<file path="src/rtl/pc_sequencer_pkg.sv">
// pc_seq_pkg: shared types and default constants for the program-counter
// sequencer.
//   req_e      - resolved control request, listed in priority order
//   DEF_*      - default widths, stack depth and reset/interrupt vectors
//   page_width - width of the page field that is prepended to a branch target
package pc_seq_pkg;

    typedef enum logic [2:0] {
        REQ_IRQ,
        REQ_RET,
        REQ_CALL,
        REQ_JUMP,
        REQ_SKIP,
        REQ_INC
    } req_e;

    localparam int unsigned DEF_PC_W      = 13;
    localparam int unsigned DEF_TGT_W     = 11;
    localparam int unsigned DEF_DEPTH     = 8;
    localparam int unsigned DEF_RESET_VEC = 0;
    localparam int unsigned DEF_IRQ_VEC   = 4;

    // A zero-width vector cannot be declared. When PC_W == TGT_W the page
    // field therefore keeps a single bit, and the sequencer ignores it.
    function automatic int unsigned page_width(input int unsigned pc_w,
                                               input int unsigned tgt_w);
        return (pc_w > tgt_w) ? (pc_w - tgt_w) : 1;
    endfunction

endpackage

</file>
<file path="src/rtl/pc_sequencer_if.sv">
// pc_sequencer_if: groups the sequencer's request inputs and status outputs.
//   master - core side: drives the requests and reads pc/stack/flag status
//   slave  - sequencer side
// Requests: stall, jump, call, ret, reti, skip, irq, target, page, err_clr
// Status:   pc, level, full, empty, ovf, unf, ie, irq_ack
interface pc_sequencer_if
    import pc_seq_pkg::*;
#(
    parameter int unsigned PC_W  = DEF_PC_W,
    parameter int unsigned TGT_W = DEF_TGT_W,
    parameter int unsigned DEPTH = DEF_DEPTH
) ();
    localparam int unsigned PAGE_W = page_width(PC_W, TGT_W);
    localparam int unsigned LVL_W  = $clog2(DEPTH + 1);

    logic              stall_i;
    logic              jump_i;
    logic              call_i;
    logic              ret_i;
    logic              reti_i;
    logic              skip_i;
    logic              irq_i;
    logic [TGT_W-1:0]  target_i;
    logic [PAGE_W-1:0] page_i;
    logic              err_clr_i;

    logic [PC_W-1:0]   pc_o;
    logic [LVL_W-1:0]  level_o;
    logic              full_o;
    logic              empty_o;
    logic              ovf_o;
    logic              unf_o;
    logic              ie_o;
    logic              irq_ack_o;

    modport master (
        output stall_i, jump_i, call_i, ret_i, reti_i, skip_i, irq_i,
               target_i, page_i, err_clr_i,
        input  pc_o, level_o, full_o, empty_o, ovf_o, unf_o, ie_o, irq_ack_o
    );

    modport slave (
        input  stall_i, jump_i, call_i, ret_i, reti_i, skip_i, irq_i,
               target_i, page_i, err_clr_i,
        output pc_o, level_o, full_o, empty_o, ovf_o, unf_o, ie_o, irq_ack_o
    );
endinterface

</file>
<file path="src/rtl/pc_sequencer_ret_stack.sv">
// ret_stack: a DEPTH x W LIFO that holds return addresses.
//   clk_i, rst_ni - clock and asynchronous active-low reset (resets the level only)
//   push_i, wdata_i - write wdata_i at the current level, then increment the level
//   pop_i - decrement the level
//   top_o - the entry at level-1, read combinationally
//   level_o, full_o, empty_o - occupancy
// This block does not flag faults. The caller must not push when the stack is
// full or pop when it is empty. The guards below only keep the level in range.
module ret_stack #(
    parameter int unsigned DEPTH = 8,
    parameter int unsigned W     = 13
) (
    input  logic                         clk_i,
    input  logic                         rst_ni,
    input  logic                         push_i,
    input  logic                         pop_i,
    input  logic [W-1:0]                 wdata_i,
    output logic [W-1:0]                 top_o,
    output logic [$clog2(DEPTH+1)-1:0]   level_o,
    output logic                         full_o,
    output logic                         empty_o
);
    localparam int unsigned AW = $clog2(DEPTH);
    localparam int unsigned LW = $clog2(DEPTH + 1);

    logic [W-1:0]  mem_q [DEPTH];
    logic [LW-1:0] level_q, level_d;
    logic [AW-1:0] wr_idx, top_idx;

    // DEPTH is a power of two. The low AW bits of the level are therefore the
    // write slot, and those bits minus one wrap to the top slot even when the
    // stack is full.
    assign wr_idx  = level_q[AW-1:0];
    assign top_idx = level_q[AW-1:0] - AW'(1);

    assign full_o  = (level_q == LW'(DEPTH));
    assign empty_o = (level_q == '0);
    assign level_o = level_q;
    assign top_o   = mem_q[top_idx];

    always_comb begin
        level_d = level_q;
        if (push_i && !full_o) begin
            level_d = level_q + LW'(1);
        end else if (pop_i && !empty_o) begin
            level_d = level_q - LW'(1);
        end
    end

    always_ff @(posedge clk_i or negedge rst_ni) begin
        if (!rst_ni) begin
            level_q <= '0;
        end else begin
            level_q <= level_d;
        end
    end

    // The storage array has no reset, so it can map to plain memory.
    always_ff @(posedge clk_i) begin
        if (push_i && !full_o) begin
            mem_q[wr_idx] <= wdata_i;
        end
    end
endmodule

</file>
<file path="src/rtl/pc_sequencer.sv">
// pc_sequencer: generates the fetch address every cycle. It has a hardware
// return stack, interrupt entry and sticky stack-fault flags.
//   clk_i  - clock, rising edge
//   rst_ni - asynchronous active-low reset
//   bus    - pc_sequencer_if.slave, which carries the requests (stall, jump,
//            call, ret/reti, skip, irq, target, page, err_clr) and the status
//            (pc, level, full, empty, ovf, unf, ie, irq_ack)
// Request priority: irq (if ie) > ret > call > jump > skip > increment.
// stall freezes all state and suppresses irq_ack.
module pc_sequencer
    import pc_seq_pkg::*;
#(
    parameter int unsigned PC_W      = DEF_PC_W,
    parameter int unsigned TGT_W     = DEF_TGT_W,
    parameter int unsigned DEPTH     = DEF_DEPTH,
    parameter int unsigned RESET_VEC = DEF_RESET_VEC,
    parameter int unsigned IRQ_VEC   = DEF_IRQ_VEC
) (
    input  logic           clk_i,
    input  logic           rst_ni,
    pc_sequencer_if.slave  bus
);
    localparam int unsigned LVL_W = $clog2(DEPTH + 1);

    req_e              req;
    logic [PC_W-1:0]   pc_q, pc_d;
    logic              ie_q, ie_d;
    logic              ovf_q, ovf_d;
    logic              unf_q, unf_d;
    logic              ack_q, ack_d;
    logic [PC_W-1:0]   ea, pc_inc, pc_skip, seq, push_data, top;
    logic              push, pop, ovf_set, unf_set;
    logic [LVL_W-1:0]  level;
    logic              full, empty;

    if (PC_W > TGT_W) begin : g_page
        assign ea = {bus.page_i, bus.target_i};
    end else begin : g_flat
        assign ea = bus.target_i;
    end

    assign pc_inc  = pc_q + PC_W'(1);
    assign pc_skip = pc_q + PC_W'(2);
    // An interrupt saves the address the core would have fetched next, so a
    // skip that is pending when the interrupt arrives still applies on return.
    assign seq     = bus.skip_i ? pc_skip : pc_inc;

    always_comb begin
        req = REQ_INC;
        if (bus.irq_i && ie_q) begin
            req = REQ_IRQ;
        end else if (bus.ret_i) begin
            req = REQ_RET;
        end else if (bus.call_i) begin
            req = REQ_CALL;
        end else if (bus.jump_i) begin
            req = REQ_JUMP;
        end else if (bus.skip_i) begin
            req = REQ_SKIP;
        end
    end

    always_comb begin
        pc_d      = pc_q;
        ie_d      = ie_q;
        ovf_d     = ovf_q;
        unf_d     = unf_q;
        ack_d     = 1'b0;
        push      = 1'b0;
        pop       = 1'b0;
        push_data = seq;
        ovf_set   = 1'b0;
        unf_set   = 1'b0;
        if (!bus.stall_i) begin
            case (req)
                REQ_IRQ: begin
                    pc_d      = PC_W'(IRQ_VEC);
                    ie_d      = 1'b0;
                    ack_d     = 1'b1;
                    push_data = seq;
                    if (full) ovf_set = 1'b1;
                    else      push    = 1'b1;
                end
                REQ_RET: begin
                    if (empty) begin
                        // An underflow moves on to the next instruction and leaves ie unchanged.
                        pc_d    = pc_inc;
                        unf_set = 1'b1;
                    end else begin
                        pop  = 1'b1;
                        pc_d = top;
                        if (bus.reti_i) ie_d = 1'b1;
                    end
                end
                REQ_CALL: begin
                    pc_d      = ea;
                    push_data = pc_inc;
                    if (full) ovf_set = 1'b1;
                    else      push    = 1'b1;
                end
                REQ_JUMP: pc_d = ea;
                REQ_SKIP: pc_d = pc_skip;
                default:  pc_d = pc_inc;
            endcase
            // If a fault is set in the same cycle as err_clr, the set wins.
            ovf_d = (ovf_q & ~bus.err_clr_i) | ovf_set;
            unf_d = (unf_q & ~bus.err_clr_i) | unf_set;
        end
    end

    always_ff @(posedge clk_i or negedge rst_ni) begin
        if (!rst_ni) begin
            pc_q  <= PC_W'(RESET_VEC);
            ie_q  <= 1'b1;
            ovf_q <= 1'b0;
            unf_q <= 1'b0;
            ack_q <= 1'b0;
        end else begin
            pc_q  <= pc_d;
            ie_q  <= ie_d;
            ovf_q <= ovf_d;
            unf_q <= unf_d;
            ack_q <= ack_d;
        end
    end

    ret_stack #(
        .DEPTH (DEPTH),
        .W     (PC_W)
    ) u_stack (
        .clk_i   (clk_i),
        .rst_ni  (rst_ni),
        .push_i  (push),
        .pop_i   (pop),
        .wdata_i (push_data),
        .top_o   (top),
        .level_o (level),
        .full_o  (full),
        .empty_o (empty)
    );

    assign bus.pc_o      = pc_q;
    assign bus.level_o   = level;
    assign bus.full_o    = full;
    assign bus.empty_o   = empty;
    assign bus.ovf_o     = ovf_q;
    assign bus.unf_o     = unf_q;
    assign bus.ie_o      = ie_q;
    assign bus.irq_ack_o = ack_q;
endmodule

</file>
<file path="src/flat_wrapper.sv">
// flat-port wrapper written by rule: the top's interface ports become plain ports
module pc_sequencer_flat import pc_seq_pkg::*;
#(
    parameter int unsigned PC_W      = DEF_PC_W,
    parameter int unsigned TGT_W     = DEF_TGT_W,
    parameter int unsigned DEPTH     = DEF_DEPTH,
    parameter int unsigned RESET_VEC = DEF_RESET_VEC,
    parameter int unsigned IRQ_VEC   = DEF_IRQ_VEC
)
  (clk_i, rst_ni, bus_stall_i, bus_jump_i, bus_call_i, bus_ret_i, bus_reti_i, bus_skip_i, bus_irq_i, bus_target_i, bus_page_i, bus_err_clr_i, bus_pc_o, bus_level_o, bus_full_o, bus_empty_o, bus_ovf_o, bus_unf_o, bus_ie_o, bus_irq_ack_o);
  pc_sequencer_if #(.PC_W(PC_W), .TGT_W(TGT_W), .DEPTH(DEPTH)) bus_i ();
  input  logic clk_i;
  input  logic rst_ni;
  input wire logic [$bits(bus_i.stall_i)-1:0] bus_stall_i;
  input wire logic [$bits(bus_i.jump_i)-1:0] bus_jump_i;
  input wire logic [$bits(bus_i.call_i)-1:0] bus_call_i;
  input wire logic [$bits(bus_i.ret_i)-1:0] bus_ret_i;
  input wire logic [$bits(bus_i.reti_i)-1:0] bus_reti_i;
  input wire logic [$bits(bus_i.skip_i)-1:0] bus_skip_i;
  input wire logic [$bits(bus_i.irq_i)-1:0] bus_irq_i;
  input wire logic [$bits(bus_i.target_i)-1:0] bus_target_i;
  input wire logic [$bits(bus_i.page_i)-1:0] bus_page_i;
  input wire logic [$bits(bus_i.err_clr_i)-1:0] bus_err_clr_i;
  output wire logic [$bits(bus_i.pc_o)-1:0] bus_pc_o;
  output wire logic [$bits(bus_i.level_o)-1:0] bus_level_o;
  output wire logic [$bits(bus_i.full_o)-1:0] bus_full_o;
  output wire logic [$bits(bus_i.empty_o)-1:0] bus_empty_o;
  output wire logic [$bits(bus_i.ovf_o)-1:0] bus_ovf_o;
  output wire logic [$bits(bus_i.unf_o)-1:0] bus_unf_o;
  output wire logic [$bits(bus_i.ie_o)-1:0] bus_ie_o;
  output wire logic [$bits(bus_i.irq_ack_o)-1:0] bus_irq_ack_o;
  assign bus_i.stall_i = bus_stall_i;
  assign bus_i.jump_i = bus_jump_i;
  assign bus_i.call_i = bus_call_i;
  assign bus_i.ret_i = bus_ret_i;
  assign bus_i.reti_i = bus_reti_i;
  assign bus_i.skip_i = bus_skip_i;
  assign bus_i.irq_i = bus_irq_i;
  assign bus_i.target_i = bus_target_i;
  assign bus_i.page_i = bus_page_i;
  assign bus_i.err_clr_i = bus_err_clr_i;
  assign bus_pc_o = bus_i.pc_o;
  assign bus_level_o = bus_i.level_o;
  assign bus_full_o = bus_i.full_o;
  assign bus_empty_o = bus_i.empty_o;
  assign bus_ovf_o = bus_i.ovf_o;
  assign bus_unf_o = bus_i.unf_o;
  assign bus_ie_o = bus_i.ie_o;
  assign bus_irq_ack_o = bus_i.irq_ack_o;
  pc_sequencer #(.PC_W(PC_W), .TGT_W(TGT_W), .DEPTH(DEPTH), .RESET_VEC(RESET_VEC), .IRQ_VEC(IRQ_VEC)) u_core (.clk_i(clk_i), .rst_ni(rst_ni), .bus(bus_i));
endmodule
</file>
<file path="config.mk">
export PLATFORM = sky130hd
export DESIGN_NAME = pc_sequencer_flat
export DESIGN_NICKNAME = d
export VERILOG_FILES = /design/src/rtl/pc_sequencer_pkg.sv /design/src/rtl/pc_sequencer_if.sv /design/src/rtl/pc_sequencer_ret_stack.sv /design/src/rtl/pc_sequencer.sv /design/src/flat_wrapper.sv
export SDC_FILE = /design/constraint.sdc
export NUM_CORES = 1
export LEC_CHECK = 0
export CELL_PAD_IN_SITES_DETAIL_PLACEMENT = 0
export CELL_PAD_IN_SITES_GLOBAL_PLACEMENT = 1
export CORE_MARGIN = 2
export CORE_UTILIZATION = 45
export DETAILED_ROUTE_END_ITERATION = 6
export PLACE_DENSITY_LB_ADDON = 0.08
export SKIP_CTS_REPAIR_TIMING = 1
export SLEW_MARGIN = 20
export SYNTH_ARGS = -nofsm -noshare
export SYNTH_HDL_FRONTEND = slang
export SYNTH_SLANG_ARGS = --single-unit
</file>
<file path="constraint.sdc">
create_clock -name clk_i -period 8.01 [get_ports clk_i]
set_clock_uncertainty 0.1 [all_clocks]
set_input_delay 0.801 -clock clk_i [delete_from_list [all_inputs] [get_ports clk_i]]
set_output_delay 0.801 -clock clk_i [all_outputs]
set_load 0.01 [all_outputs]
</file>
==> results of run 1 <==
-- cell type report --
| type | instances | area [µm²] |
|---|---|---|
| Multi-Input combinational cell | 238 | 2060 |
| Timing Repair Buffer | 50 | 488 |
| Fill cell | 1040 | 5540 |
| Sequential cell | 125 | 3650 |
| Tap cell | 172 | 215 |
| Clock inverter | 12 | 195 |
| Inverter | 9 | 38.8 |
| Clock buffer | 19 | 433 |
-- cells by family after synthesis --
kind of cell / count (synthesis)
xor gates and xnor gates: 26
buffers and inverters: 34
DFF: 125
muxes: 37
AOI/OAI and AO/OA: 76
adders and majority gates: 6
and+or+nand+nor: 93
-- worst min path at each step --
stage | end | startpoint | slack (ns)
after floorplan | u_core.bus.irq_ack_o$_DFF_PN0_ | rst_ni | 0.41
after global placement | u_core.bus.unf_o$_DFFE_PN0N_ | u_core.bus.unf_o$_DFFE_PN0N_ | 0.38
after detailed placement | u_core.bus.ovf_o$_DFFE_PN0N_ | u_core.bus.ovf_o$_DFFE_PN0N_ | 0.39
after CTS | u_core.bus.ovf_o$_DFFE_PN0N_ | u_core.bus.ovf_o$_DFFE_PN0N_ | 0.40
after global routing | u_core.bus.ovf_o$_DFFE_PN0N_ | u_core.bus.ovf_o$_DFFE_PN0N_ | 0.43
final | u_core.bus.ovf_o$_DFFE_PN0N_ | u_core.bus.ovf_o$_DFFE_PN0N_ | 0.39
-- flip-flops by register name (all words and copies together), names as in the netlist --
signal,cells
u_core.u_stack.mem_q,104
u_core.bus.pc_o,13
u_core.u_stack.level_o,4
u_core.bus.ie_o,1
u_core.bus.irq_ack_o,1
u_core.bus.ovf_o,1
u_core.bus.unf_o,1
-- synth_stat cells (all sizes together) (2+ instances only) --
| master | count |
|---|---|
| and2 | 2 |
| nor2b | 2 |
| clkbuf | 11 |
| a21oi | 21 |
| o221ai | 4 |
| a211o | 2 |
| nor4 | 7 |
| xor2 | 10 |
| mux2i | 7 |
| nor2 | 19 |
| ha | 5 |
| a221oi | 3 |
| mux2 | 4 |
| edfxtp | 104 |
| nand2b | 2 |
| nand3 | 8 |
| nand2 | 28 |
| buf | 14 |
| o21ai | 15 |
| o31ai | 2 |
| dfrtp | 20 |
| mux4 | 26 |
| and3 | 2 |
| nand4 | 3 |
| a2111oi | 2 |
| a22oi | 7 |
| xnor2 | 16 |
| nor3 | 13 |
| inv | 9 |
| a2bb2oi | 2 |
| o311a | 2 |
| a22o | 5 |
| a211oi | 2 |
| or3 | 3 |
-- worst max-delay path, delay by kind of cell, from the launching register on --
kind	cells	cell delay [ns]
adder cells (fa/ha/maj)	1	0.21
buffers and inverters	4	1.15
AND/OR/NAND/NOR	1	0.53
flip-flops	1	0.38
-- per-stage QoR --
step           cell area [µm²]  hold slack [ns]  utilization  instances
6_report                  7080            0.395        0.561        625
3_5_place_dp              6430            0.387        0.509        594
4_1_cts                   7050            0.400        0.559        625
2_1_floorplan             5800            0.405            -        397
3_3_place_gp              6420            0.375        0.508        594
5_1_grt                   7080            0.429        0.561        625
-- metal layers --
layer / vias up / global-route usage / part of all wire
li1: 1654 / - / -
met1: 1789 / 0.301 / 0.45
met2: 103 / 0.295 / 0.47
met3: 16 / 0.0465 / 0.062
met4: 0 / 0.0715 / 0.016
met5: - / 0 / 0
-- power groups by stage --
stage	registers [mW]	clock network (mW)	logic, mW
after detailed placement	1.01	0	0.988
after global routing	1.01	0.862	1.07
after floorplan	0.977	0	0.677
after global placement	1.01	0	0.980
final	1.00	0.810	0.989
after CTS	0.999	0.828	0.994
==> flow_summary.json, run 1 <==
{
  "setup_violations": 0,
  "crit_start": "u_core.u_stack.level_o[0]$_DFFE_PN0P_",
  "synth_edf_count": 104,
  "clk_latency_ns": 0.41,
  "grt_pass1_wl_um": 21000,
  "worst_ep_required_time_ns": 7.11,
  "yosysWarnings": 0,
  "track_usage": 0.203,
  "antennaDiodeCount": 0,
  "critical_path.max_stage_delay_ns": 0.55,
  "final_cell_mix": "104 x edfxtp_1, 45 x clkdlybuf4s50_1, 28 x nand2_1, 26 x mux4_2, 21 x a21oi_1",
  "die_h_um": 118,
  "hold_viol_final": 0,
  "pre_cts_ws_ns": 4.08,
  "seq_power_share": 0.357,
  "die_area_um2": 13800,
  "startpoint_type": "register",
  "cp_slowest_cell": "clkdlybuf4s50_1",
  "synthesis.area_um2": 5800,
  "synth_top_area_share": 0.538,
  "async_flop_share": 0.168,
  "fin_tns_setup_ns": 0,
  "synth_simple_gate_area_share": 0.0772,
  "cap_violations": 0,
  "clockBufferDepth": 2,
  "synthAdderAreaFrac": 0.0142,
  "fin_crit_ns": 3.58,
  "initial_core_util": 0.460,
  "synth-seq-cells": 125,
  "ir_drop_mv": 0.280,
  "path_class": "register to output pin",
  "power.switching_mw": 0.916,
  "ys.flop_type": "edfxtp_1",
  "firstDrtPassIters": 4,
  "power.internal_mw": 1.88,
  "fmax_ghz": 0.279,
  "yosys.area.top_type": "edfxtp_1",
  "crit_fanout": 36,
  "dieWidth_um": 118,
  "antenna_found_initial": 0,
  "drtIter0Drc": 311,
  "arrival_ns": 2.68,
  "min_path_type": "register to register",
  "wl_per_cell_um": 21.3,
  "powerDensity_nw_per_um2": 395,
  "drc": 0,
  "synth_top_family_by_area": "multiplexers",
  "coreArea_um2": 12600,
  "setup_slack_ns": 4.43,
  "ant_nets": 0,
  "vias": 3562,
  "outcome": "complete, no violations",
  "endpoint": "bus_empty_o",
  "overflow": 0,
  "portBuffers": 45,
  "min_path_cells": 1,
  "grt_max_degree": 37,
  "drive_above_1_share": 0.174,
  "grt_pass1_vias": 3509,
  "power_mw": 2.80,
  "p_leak_nw": 2.39,
  "synth_compound_area_frac": 0.0927,
  "synth_seq_area_share": 0.629,
  "critPathCaptureType": "output pin",
  "cts_tree": "yes",
  "path_cells": "buf_4 > inv_1 > ha_2 > or3b_1 > inv_6 > clkdlybuf4s50_1",
  "rows": 41,
  "tightest_slew_ns": 0.889,
  "cts_htree_levels": 4,
  "pin_count": 46,
  "min_period_over_period": 0.447,
  "nets": 470,
  "final_common_cell": "edfxtp_1",
  "wl_um": 13300,
  "hpwl_um": 9070,
  "postSynthAreaPerCell_um2": 14.6,
  "yosys-top-cells-area": "edfxtp_1 54%, mux4_2 10%, dfrtp_1 8.6%",
  "cts_buffers": 17,
  "relSlewSlack": 0.403,
  "synth_nets": 426,
  "clk_pin_slew_ns": 0.05,
  "reg2regPathDepth": 11,
  "synth-xor-area-share": 0.0392,
  "root_buffer": "clkbuf_16",
  "reg2reg_from": "u_core.u_stack.level_o[0]$_DFFE_PN0P_",
  "rr_endpoint": "u_core.u_stack.level_o[3]$_DFFE_PN0P_",
  "synthMuxAreaShare": 0.121,
  "p_clk_frac": 0.289,
  "reg2reg_setup_slack_ns": 4.76,
  "place_congestion": 0.835,
  "cts.sinks": 125,
  "combPwrFrac": 0.353,
  "slew_viol_final": 0,
  "vias_per_cell": 5.70,
  "postSynthCellCount": 397,
  "p_sw_frac": 0.327,
  "yosysUniqueCellTypes": 58,
  "rsz0062_at_grt": "no",
  "areaGrowthSynthToFinish_pct": 22.0
}
Power figures use the tool's default switching activity.
==> run 2: changes to the inputs <==
--- a/config.mk
+++ b/config.mk
@@ -8,7 +8,7 @@
 export CELL_PAD_IN_SITES_DETAIL_PLACEMENT = 0
 export CELL_PAD_IN_SITES_GLOBAL_PLACEMENT = 1
 export CORE_MARGIN = 2
-export CORE_UTILIZATION = 45
+export CORE_UTILIZATION = 44
 export DETAILED_ROUTE_END_ITERATION = 6
 export PLACE_DENSITY_LB_ADDON = 0.08
 export SKIP_CTS_REPAIR_TIMING = 1
==> constraint.sdc (replaced) <==
create_clock -name clk_i -period 2.9 [get_ports clk_i]
set_clock_uncertainty 0.1 [all_clocks]
set_input_delay 0.29 -clock clk_i [delete_from_list [all_inputs] [get_ports clk_i]]
set_output_delay 0.29 -clock clk_i [all_outputs]
set_load 0.01 [all_outputs]
==> flow_summary.json, run 2 (synthesis gave the netlist of run 1 again) <==
{
  "initial_core_util": 0.454,
  "dieWidth_um": 119,
  "cts_htree_levels": 4,
  "clk_pin_slew_ns": 0.06,
  "hold_viol_final": 0,
  "place_congestion": 0.826,
  "setup_violations": 0,
  "slew_viol_final": 0,
  "clockBufferDepth": 2,
  "wl_um": 13900,
  "clk_latency_ns": 0.41,
  "n_fill_cell": 1015,
  "drive_above_1_share": 0.237,
  "outcome": "complete, no violations",
  "path_cells": "inv_1 > ha_1 > or3b_1 > inv_6 > clkdlybuf4s50_1",
  "grt_pass1_wl_um": 21800,
  "vias": 3751,
  "fin_crit_ns": 2.69,
  "firstDrtPassIters": 5,
  "fin_tns_setup_ns": 0,
  "relSlewSlack": 0.497,
  "crit_fanout": 7,
  "cts_buffers": 17,
  "cap_violations": 0,
  "coreArea_um2": 12800,
  "top_layer_used": "met4",
  "vias_per_cell": 5.67,
  "fmax_ghz": 0.372,
  "largest_reg_flops": 104,
  "arrival_ns": 2.30,
  "antenna_found_initial": 0,
  "fin_area_um2": 7250,
  "path_class": "register to output pin",
  "pin_count": 46,
  "hpwl_um": 9530,
  "min_path_type": "input pin to asynchronous set/reset pin",
  "place_area_um2": 6710,
  "wl_per_cell_um": 21.0,
  "critPathCaptureType": "output pin",
  "ant_nets": 0,
  "worst_ep_required_time_ns": 2.51,
  "regMostFlops": "u_core.u_stack.mem_q",
  "drtIter0Drc": 318,
  "cpLargestDelayFamily": "buffers and inverters",
  "overflow": 0,
  "die_h_um": 119,
  "portBuffers": 45,
  "final_cell_mix": "104 x edfxtp_1, 45 x clkdlybuf4s50_1, 40 x buf_4, 28 x nand2_1, 26 x mux4_2",
  "root_buffer": "clkbuf_16",
  "ir_drop_mv": 0.475,
  "met3WireLength_um": 590,
  "grt_pass1_vias": 3746,
  "startpoint_type": "register",
  "nets": 506,
  "wl_met1_um": 6480,
  "tightest_slew_ns": 0.750,
  "rsz0062_at_grt": "no",
  "areaGrowthSynthToFinish_pct": 24.9,
  "powerDensity_nw_per_um2": 1050,
  "track_usage": 0.210,
  "cp_slowest_cell": "clkdlybuf4s50_1",
  "antennaDiodeCount": 0,
  "rows": 41,
  "final_common_cell": "edfxtp_1",
  "multiInputGateArea_um2": 2030,
  "cts.sinks": 125,
  "critical_path.max_stage_delay_ns": 0.53,
  "cts_tree": "yes",
  "crit_buf_inv": 3,
  "min_period_over_period": 0.927,
  "p_leak_nw": 2.52,
  "grt_max_degree": 36,
  "dr_wl_met2_um": 6500,
  "drc": 0,
  "die_area_um2": 14100,
  "seqCellArea_um2": 3650
}
==> run 2: changes by cell type in the layout (fill, tap and decap cells not counted), moves of 3 or more <==
cell	before	now
bufinv_16	5	0
nor3_4	4	0
nor3_2	0	4
inv_6	1	4
buf_4	5	40
nor2_1	16	19
nor2_2	3	0
==> run 2: worst paths after layout <==
check	from	slack, ns	depth (start not counted)	to
worst max-delay path	u_core.u_stack.level_o[0]$_DFFE_PN0P_	0.21	5	bus_empty_o
worst min-delay path	rst_ni	0.14	2	u_core.bus.pc_o[0]$_DFFE_PN0P_
worst max register to register	u_core.bus.ie_o$_DFFE_PN1P_	0.46	9	u_core.u_stack.level_o[3]$_DFFE_PN0P_
worst min register to register	u_core.bus.unf_o$_DFFE_PN0N_	0.38	2	u_core.bus.unf_o$_DFFE_PN0N_
max in group asynchronous	rst_ni	2.27	2	u_core.bus.ie_o$_DFFE_PN1P_
min in group clk_i	u_core.bus.unf_o$_DFFE_PN0N_	0.38	2	u_core.bus.unf_o$_DFFE_PN0N_
==> run 2: layout make-up <==
| class | count | share of cell area |
|---|---|---|
| sequential | 125 | 0.504 |
| multi-input combinational | 238 | 0.281 |
| inverter | 9 | 0.00535 |
| clock inverter | 15 | 0.0159 |
| timing repair buffer | 86 | 0.106 |
| clock buffer | 17 | 0.0587 |
| tap | 172 | 0.0297 |
==> run 2: power breakdown <==
part           total, mW  internal [mW]  switching, mW
Clock               1.90           1.10          0.804
Combinational       2.97           1.41           1.56
Sequential          2.73           2.45          0.279
Total               7.60           4.96           2.64
==> run 2: per-stage QoR <==
stage | util | power (mW) | instances | hold slack [ns] | worst slack [ns]
finish | 0.568 | 7.60 | 662 | 0.143 | 0.213
floorplan | - | 4.61 | 397 | -0.106 | 0.0127
CTS | 0.568 | 7.68 | 662 | 0.140 | 0.181
global route | 0.568 | 8.02 | 662 | 0.168 | 0.116
detailed placement | 0.525 | 5.75 | 630 | 0.373 | 0.0709
global placement | 0.525 | 5.70 | 630 | 0.376 | 0.166
==> run 2: metal layers <==
metal / track usage / vias up
met4: 0.0893 / 0
met2: 0.317 / 125
met1: 0.293 / 1881
met3: 0.0484 / 21
met5: 0 / -
li1: - / 1724
